<file path="src/rtl/jtkunio_layer_mix_pkg.sv">
// Shared constants for the Kunio layer mixer: colour byte layout, default
// transparency mask and pipeline latency.
package jtkunio_layer_mix_pkg;

  localparam int MIX_LAT = 4;
  localparam logic [5:0] TMASK_DEF = 6'h0F;

  // Byte 0 holds {G,B}; byte 1 holds R in its low nibble.
  localparam int G_LSB = 4;
  localparam int B_LSB = 0;
  localparam int R_LSB = 0;

  function automatic logic [3:0] nib(input logic [7:0] b, input int lsb);
    nib = b[lsb +: 4];
  endfunction

endpackage

</file>
<file path="src/rtl/jtkunio_layer_mix_if.sv">
// CPU palette access port of the layer mixer.
interface jtkunio_layer_mix_if #(
  parameter int PALW = 8
);
  logic            pal_cs;
  logic            cpu_wrn;
  logic [PALW:0]   cpu_addr;
  logic [7:0]      cpu_dout;
  logic [7:0]      pal_dout;

  modport master (output pal_cs, cpu_wrn, cpu_addr, cpu_dout, input pal_dout);
  modport slave  (input pal_cs, cpu_wrn, cpu_addr, cpu_dout, output pal_dout);
endinterface

</file>
<file path="src/rtl/jtframe_dual_ram.sv">
// Single-clock dual-port RAM: port 0 read/write, port 1 read-only.
// Reads are registered and return old data on a same-address write.
module jtframe_dual_ram #(
  parameter int DW = 8,
  parameter int AW = 8
) (
  input  logic          clk,
  input  logic          rst,
  input  logic          cen0,
  input  logic          we0,
  input  logic [AW-1:0] addr0,
  input  logic [DW-1:0] data0,
  output logic [DW-1:0] q0,
  input  logic          cen1,
  input  logic [AW-1:0] addr1,
  output logic [DW-1:0] q1
);
  logic [DW-1:0] r_mem [0:2**AW-1];

  always_ff @(posedge clk) begin
    if (we0) r_mem[addr0] <= data0;
  end

  // Only the output registers reset; the array contents survive rst.
  always_ff @(posedge clk) begin
    if (rst)       q0 <= '0;
    else if (cen0) q0 <= r_mem[addr0];
  end

  always_ff @(posedge clk) begin
    if (rst)       q1 <= '0;
    else if (cen1) q1 <= r_mem[addr1];
  end
endmodule

</file>
<file path="src/rtl/jtkunio_layer_prio.sv">
// Priority resolver: picks the first opaque, enabled layer in slot order and
// registers its palette address.
module jtkunio_layer_prio import jtkunio_layer_mix_pkg::*; #(
  parameter int LAYERS = 4,
  parameter int PXLW = 6,
  parameter int LIW = 2,
  parameter logic [PXLW-1:0] TMASK = PXLW'(TMASK_DEF),
  parameter int BACKDROP = 0,
  localparam int PALW = LIW + PXLW
) (
  input  logic                   clk,
  input  logic                   rst,
  input  logic                   cen,
  input  logic [LAYERS*PXLW-1:0] pxl,
  input  logic [LAYERS*LIW-1:0]  prio,
  input  logic [LAYERS-1:0]      gfx_en,
  output logic [PALW-1:0]        addr
);
  logic [LAYERS-1:0] w_opaque;
  logic [PALW-1:0]   w_addr;

  for (genvar gi = 0; gi < LAYERS; gi++) begin : g_opaque
    assign w_opaque[gi] = gfx_en[gi] && ((pxl[gi*PXLW +: PXLW] & TMASK) != '0);
  end

  // Indices beyond LAYERS never win; repeated indices resolve at first use.
  always_comb begin
    logic [LIW-1:0] idx;
    logic           hit;
    w_addr = PALW'(BACKDROP);
    hit    = 1'b0;
    idx    = '0;
    for (int s = 0; s < LAYERS; s++) begin
      idx = prio[s*LIW +: LIW];
      if (!hit && (int'(idx) < LAYERS) && w_opaque[idx]) begin
        hit    = 1'b1;
        w_addr = {idx, pxl[int'(idx)*PXLW +: PXLW]};
      end
    end
  end

  always_ff @(posedge clk) begin
    if (rst)      addr <= '0;
    else if (cen) addr <= w_addr;
  end
endmodule

</file>
<file path="src/rtl/jtkunio_layer_mix.sv">
// N-layer colour mixer: programmable priority, per-layer transparency and
// masking, CPU palette, blanking-gated RGB with matched blanking delay.
module jtkunio_layer_mix import jtkunio_layer_mix_pkg::*; #(
  parameter int LAYERS = 4,
  parameter int PXLW = 6,
  parameter int LIW = 2,
  parameter logic [PXLW-1:0] TMASK = PXLW'(TMASK_DEF),
  parameter int BACKDROP = 0,
  localparam int PALW = LIW + PXLW
) (
  input  logic                   clk,
  input  logic                   rst,
  input  logic                   pxl_cen,
  input  logic                   LHBL,
  input  logic                   LVBL,
  input  logic [LAYERS*PXLW-1:0] layer_pxl,
  input  logic [LAYERS*LIW-1:0]  prio,
  input  logic [LAYERS-1:0]      gfx_en,
  jtkunio_layer_mix_if.slave     cpu,
  output logic [3:0]             red,
  output logic [3:0]             green,
  output logic [3:0]             blue,
  output logic                   LHBL_dly,
  output logic                   LVBL_dly
);
  logic [LAYERS*PXLW-1:0] r_pxl;
  logic [LAYERS*LIW-1:0]  r_prio;
  logic [LAYERS-1:0]      r_gfx_en;
  // Blanking shift for S1..S3; S4 is the output register itself.
  logic [MIX_LAT-2:0]     r_hb, r_vb;
  logic                   r_bsel;
  logic [PALW-1:0]        w_vaddr;
  logic [7:0]             w_cpu_lo, w_cpu_hi, w_vid_lo, w_vid_hi;
  logic                   w_we;

  always_ff @(posedge clk) begin
    if (rst) begin
      r_pxl    <= '0;
      r_prio   <= '0;
      r_gfx_en <= '0;
      r_hb     <= '0;
      r_vb     <= '0;
    end else if (pxl_cen) begin
      r_pxl    <= layer_pxl;
      r_prio   <= prio;
      r_gfx_en <= gfx_en;
      r_hb     <= {r_hb[MIX_LAT-3:0], LHBL};
      r_vb     <= {r_vb[MIX_LAT-3:0], LVBL};
    end
  end

  jtkunio_layer_prio #(
    .LAYERS  (LAYERS),
    .PXLW    (PXLW),
    .LIW     (LIW),
    .TMASK   (TMASK),
    .BACKDROP(BACKDROP)
  ) u_prio (
    .clk   (clk),
    .rst   (rst),
    .cen   (pxl_cen),
    .pxl   (r_pxl),
    .prio  (r_prio),
    .gfx_en(r_gfx_en),
    .addr  (w_vaddr)
  );

  assign w_we = cpu.pal_cs & ~cpu.cpu_wrn;

  jtframe_dual_ram #(.DW(8), .AW(PALW)) u_pal_lo (
    .clk  (clk),
    .rst  (rst),
    .cen0 (cpu.pal_cs),
    .we0  (w_we & ~cpu.cpu_addr[0]),
    .addr0(cpu.cpu_addr[PALW:1]),
    .data0(cpu.cpu_dout),
    .q0   (w_cpu_lo),
    .cen1 (pxl_cen),
    .addr1(w_vaddr),
    .q1   (w_vid_lo)
  );

  jtframe_dual_ram #(.DW(8), .AW(PALW)) u_pal_hi (
    .clk  (clk),
    .rst  (rst),
    .cen0 (cpu.pal_cs),
    .we0  (w_we & cpu.cpu_addr[0]),
    .addr0(cpu.cpu_addr[PALW:1]),
    .data0(cpu.cpu_dout),
    .q0   (w_cpu_hi),
    .cen1 (pxl_cen),
    .addr1(w_vaddr),
    .q1   (w_vid_hi)
  );

  // Byte select is latched with the address so pal_dout holds while deselected.
  always_ff @(posedge clk) begin
    if (rst)             r_bsel <= 1'b0;
    else if (cpu.pal_cs) r_bsel <= cpu.cpu_addr[0];
  end

  assign cpu.pal_dout = r_bsel ? w_cpu_hi : w_cpu_lo;

  always_ff @(posedge clk) begin
    if (rst) begin
      red      <= '0;
      green    <= '0;
      blue     <= '0;
      LHBL_dly <= 1'b0;
      LVBL_dly <= 1'b0;
    end else if (pxl_cen) begin
      LHBL_dly <= r_hb[MIX_LAT-2];
      LVBL_dly <= r_vb[MIX_LAT-2];
      if (r_hb[MIX_LAT-2] && r_vb[MIX_LAT-2]) begin
        red   <= nib(w_vid_hi, R_LSB);
        green <= nib(w_vid_lo, G_LSB);
        blue  <= nib(w_vid_lo, B_LSB);
      end else begin
        red   <= '0;
        green <= '0;
        blue  <= '0;
      end
    end
  end
endmodule

</file>
<file path="src/flat_wrapper.sv">
// flat-port wrapper written by rule: the top's interface ports become plain ports
module jtkunio_layer_mix_flat import jtkunio_layer_mix_pkg::*;
#(
  parameter int LAYERS = 4,
  parameter int PXLW = 6,
  parameter int LIW = 2,
  parameter logic [PXLW-1:0] TMASK = PXLW'(TMASK_DEF),
  parameter int BACKDROP = 0,
  localparam int PALW = LIW + PXLW
)
  (clk, rst, pxl_cen, LHBL, LVBL, layer_pxl, prio, gfx_en, red, green, blue, LHBL_dly, LVBL_dly, cpu_pal_cs, cpu_cpu_wrn, cpu_cpu_addr, cpu_cpu_dout, cpu_pal_dout);
  jtkunio_layer_mix_if #(.PALW((LIW + PXLW))) cpu_i ();
  input  logic clk;
  input  logic rst;
  input  logic pxl_cen;
  input  logic LHBL;
  input  logic LVBL;
  input  logic [LAYERS*PXLW-1:0] layer_pxl;
  input  logic [LAYERS*LIW-1:0] prio;
  input  logic [LAYERS-1:0] gfx_en;
  output logic [3:0] red;
  output logic [3:0] green;
  output logic [3:0] blue;
  output logic LHBL_dly;
  output logic LVBL_dly;
  input wire logic [$bits(cpu_i.pal_cs)-1:0] cpu_pal_cs;
  input wire logic [$bits(cpu_i.cpu_wrn)-1:0] cpu_cpu_wrn;
  input wire logic [$bits(cpu_i.cpu_addr)-1:0] cpu_cpu_addr;
  input wire logic [$bits(cpu_i.cpu_dout)-1:0] cpu_cpu_dout;
  output wire logic [$bits(cpu_i.pal_dout)-1:0] cpu_pal_dout;
  assign cpu_i.pal_cs = cpu_pal_cs;
  assign cpu_i.cpu_wrn = cpu_cpu_wrn;
  assign cpu_i.cpu_addr = cpu_cpu_addr;
  assign cpu_i.cpu_dout = cpu_cpu_dout;
  assign cpu_pal_dout = cpu_i.pal_dout;
  jtkunio_layer_mix #(.LAYERS(LAYERS), .PXLW(PXLW), .LIW(LIW), .TMASK(TMASK), .BACKDROP(BACKDROP)) u_core (.clk(clk), .rst(rst), .pxl_cen(pxl_cen), .LHBL(LHBL), .LVBL(LVBL), .layer_pxl(layer_pxl), .prio(prio), .gfx_en(gfx_en), .cpu(cpu_i), .red(red), .green(green), .blue(blue), .LHBL_dly(LHBL_dly), .LVBL_dly(LVBL_dly));
endmodule
</file>
<file path="config.mk">
export PLATFORM = sky130hd
export DESIGN_NAME = jtkunio_layer_mix_flat
export DESIGN_NICKNAME = d
export VERILOG_FILES = /design/src/rtl/jtkunio_layer_mix_pkg.sv /design/src/rtl/jtkunio_layer_mix_if.sv /design/src/rtl/jtframe_dual_ram.sv /design/src/rtl/jtkunio_layer_prio.sv /design/src/rtl/jtkunio_layer_mix.sv /design/src/flat_wrapper.sv
export SDC_FILE = /design/constraint.sdc
export NUM_CORES = 2
export LEC_CHECK = 0
export BUFFER_PORTS_ARGS = -buffer_cell sky130_fd_sc_hd__buf_4
export CORE_ASPECT_RATIO = 0.8
export CORE_MARGIN = 2
export CORE_UTILIZATION = 30
export CTS_CLUSTER_DIAMETER = 40
export DETAILED_ROUTE_END_ITERATION = 6
export PLACE_DENSITY_LB_ADDON = 0.05
export SYNTH_ARGS = -nofsm -noshare
export SYNTH_HDL_FRONTEND = slang
export SYNTH_HIERARCHICAL = 1
export SYNTH_SLANG_ARGS = --single-unit
</file>
<file path="constraint.sdc">
create_clock -name clk -period 4.1 [get_ports clk]
set_input_delay 0.41 -clock clk [delete_from_list [all_inputs] [get_ports clk]]
set_output_delay 0.41 -clock clk [all_outputs]
set_load 0.02 [all_outputs]
</file>
# ---- After elaboration in Yosys (flattened, before gate mapping)
# Memories as Yosys holds them, arrays and structs flattened. A register that Yosys moved wholly into a read port is not among the register bits.
# Index checks and enable logic that the tools add are counted.
dict set report totals {
  register_bits 65
  latch_bits 0
  ramBits 4096
  mem_bits_ro 0
  word_cells 69
  memories 2
}
# memory depth word_bits read_ports rd_clocked_by_memory_dff wr line
set mem_list {}
lappend mem_list {u_core.u_pal_hi.r_mem 256 8 2 2 1 jtframe_dual_ram.sv:18} ;# logic [DW-1:0] r_mem [0:2**AW-1];
lappend mem_list {u_core.u_pal_lo.r_mem 256 8 2 2 1 jtframe_dual_ram.sv:18}
dict set report classes {
  add_sub_neg 0
  n_mul 4
  div_mod_pow 0
  magnitude_cmp 4
  n_eq_ne 0
  shift 4
  mux 23
  n_bitwise 5
  reduce_logical 15
}
# operator n
set ops {}
lappend ops {{24-bit by 6-bit indexed part select with 6-bit output} 4}
lappend ops {{8-bit 2-to-1 mux} 5}
lappend ops {{6-bit nonzero test} 4}
lappend ops {{2-bit by 2-bit multiplier with 4-bit output, second input constant} 4}
lappend ops {{2-bit by 3-bit less-than comparator with 1-bit output, second input constant} 4}
lappend ops {{4-bit 2-to-1 mux} 3}
lappend ops {{1-bit 2-to-1 mux} 11}
lappend ops {{1-bit binary-select mux with 2-bit select} 4}
lappend ops {{1-bit logical AND} 8}
lappend ops {{1-bit AND} 3}
lappend ops {{1-bit logical NOT} 3}
lappend ops {{1-bit NOT} 2}

# ---- Logic depth before layout (Yosys ltp)
dict set report logic_depth {
  depth_word 14
  ltp_mapped 13
  ltp_nobuf 6
}

# ---- Hierarchy
# Netlist, hierarchy kept.
# mod n_inst cells_each area_per_inst_um2 seq_area_each_um2
set by_module_without_submodules {}
lappend by_module_without_submodules {jtframe_dual_ram 2 4704 96342.4 61819.3}
lappend by_module_without_submodules {jtkunio_layer_mix 1 210 2194.6 1141.1}
lappend by_module_without_submodules {jtkunio_layer_prio 1 163 1542.7 160.2}

# ---- Worst setup path after synthesis
# No wires, ideal clock.
dict set report synth_path {
  kind {input port to flip-flop}
  from {in cpu_cpu_addr[1]}
  to {mem u_core.u_pal_hi.r_mem[103][0], enable pin}
  setup_time_ns 0.370
  t_arrival_ns 2.602
  required_ns 3.730
  setup_slack_ns 1.128
  cell_stages 10
  path_buffers 7
  cell_sequence {buf_6 -> buf_6 -> buf_4 -> buf_4 -> buf_4 -> buf_4 -> nand2_1 -> or3_1 -> clkbuf_1 -> nor2_1}
}
# item line
set synth_lines {}
lappend synth_lines {{from (decl)} flat_wrapper.sv:28} ;# input wire logic [$bits(cpu_i.cpu_addr)-1:0] cpu_cpu_addr;
lappend synth_lines {{to (decl)} jtframe_dual_ram.sv:18}
# No word-level cell before the write port.

==> metrics.csv <==
metric,value,unit
initial antenna violation count,140,
Pleak,73.2,nW
post-detail-place hpwl,544,mm
grt ovf,0,
Hold Buf Count CTS,64,
unrepaired setup endpoints after global routing,no,
DR vias,112000,
Final Max Slew Viols,0,
Critical Path AT,5.01,ns
Row Count,260,
Final min period,4.02,ns
Root Buffer,clkbuf_16,
Worst setup SP type,flip-flop,
Power Dens Cells,497,nW/µm²
CTS sink cnt,4189,
share of layout cells above drive strength 1,0.412,
IO Count,82,
Worst-Skew Late Latency,1.09,ns
Total Routing Usage GR,0.239,
Worst setup EP type,flip-flop,
Post-CTS Repair Setup Buffers,0,
CTS tree,built,
Peak VDD IR,0.000426,V
post_cts resized,0,
CTS Buf Count,675,
largest net degree at the start of global routing,127,
maxcap violations,0,
CTS Buffer Depth,4,
full die area,635000,µm²
Routed WL,780,mm
Clock Skew,0.0410,ns
syn avg cell area,20.3,µm²
type of the worst setup path,flip-flop to flip-flop,
Cells after Synth,9293,
height of the chip,713,µm
Fmax achieved,0.249,GHz
WL per Instance,39.9,µm
worst rel slew slack,0.0430,
Synth Cell Area,189000,µm²
Worst Path Required,5.08,ns
status,completed,
Tcrit/Tclk final,0.981,
DIE WIDTH,890,µm
H-tree Lvls,6,
clock-pin slew of the registers on the worst-case setup and hold paths,0.05,ns
Final Hold Fails,0,
number of vias per cell,5.70,
DR DRC count,0,
Yosys Warn Count,6,
vias in the first global route,112000,
first-iteration detailed-routing DRC count,14700,
CP Max Fanout,8,
Worst Max-Slew Pin Slew,1.42,ns
Port Buffers,81,
CORE AREA,627000,µm²
"worst slack, placed",-0.0969,ns
drt pass-1 iters,6,
RD Place Congestion,0.873,
setup violators final,0,
first-pass GRT wire length,1040,mm
final worst slack,0.0770,ns
DRT antenna net count,0,
post-synth net total,9353,
Final #Nets,10600,
"Area growth, synth to finish",22.4,%
hold_ws,0.123,ns
hold crit path type,input pin to flip-flop,
Initial Util,0.301,
==> routing by layer <==
| metal | GRT usage | routed length [µm] | vias up |
|---|---|---|---|
| met3 | 0.0639 | 73600 | 901 |
| met5 | 0 | 65 | - |
| met2 | 0.341 | 329000 | 5536 |
| met4 | 0.0450 | 15300 | 10 |
| met1 | 0.368 | 362000 | 62200 |
| li1 | - | - | 42900 |
==> path summary, 6_finish.rpt <==
check | start | endpoint | slack, ns | cells after the start
setup / recovery | u_core/u_prio/addr[2] | u_core/u_pal_hi/q1[0] | 0.08 | 6
hold / removal | layer_pxl[15] | u_core/r_pxl[15] | 0.12 | 4
setup reg to reg | u_core/u_prio/addr[2] | u_core/u_pal_hi/q1[0] | 0.08 | 6
hold reg to reg | u_core/green[1] | u_core/green[1] | 0.48 | 2
==> worst max-delay path, stage by stage (launching register included) <==
cell and delay, ns:
dfxtp_4 0.55, clkinv_1 0.79, nand2b_1 0.86, o22ai_1 0.24, nor3_1 0.98, a32oi_1 0.32
o31ai_1 0.13
==> cells in the final DEF, fill, tap and decap left out, drive strengths merged, types with 64 or more instances in the layout <==
cell and n:
edfxtp 4096, mux4 1983, buf 1352, clkbuf 777, nor2 627, mux2i 378, nand2 243, clkinv 231
inv 126, a22oi 109, o221ai 103, dfxtp 93, a21oi 84, bufinv 81, nand3 79, mux2 69
dlygate4sd3 64
==> report_power, final <==
group,switching [mW],internal [mW]
sequential,0.255,47.1
clock,21.8,36.4
combinational,5.83,3.40
==> per-stage QoR <==
step           power (mW)  TNS [ns]  instance area, µm²  std cells   util
6_report              115         0              231000      19600  0.368
5_1_grt               118         0              231000      19500  0.368
4_1_cts               116         0              231000      19500  0.368
3_5_place_dp         57.4    -0.134              207000      18200  0.331
3_3_place_gp         57.3    -0.473              207000      18200  0.331
2_1_floorplan        52.5         0              189000       9293      -
==> cell type report <==
class / instances / area [µm²]
diodes: 30 / 75.1
multi-input cells: 4272 / 59600
clock buffers: 777 / 17700
well taps: 8384 / 10500
inverters: 26 / 111
fillers: 57600 / 396000
flip-flops and latches: 4189 / 125000
clock inverters: 470 / 5270
repair buffers: 1416 / 12700
==> state kept, by name, indices dropped and copies added (netlist names), 4 cells and up <==
name / cells
u_core/u_pal_lo/q1: 8
u_core/r_prio: 8
u_core/u_pal_lo/q0: 8
u_core/blue: 4
u_core/u_pal_hi/q0: 8
u_core/u_prio/addr: 8
u_core/u_pal_hi/q1: 4
u_core/u_pal_hi/r_mem: 2048
u_core/r_gfx_en: 4
u_core/r_pxl: 24
u_core/green: 4
u_core/u_pal_lo/r_mem: 2048
u_core/red: 4
Power figures use the tool's default switching activity.
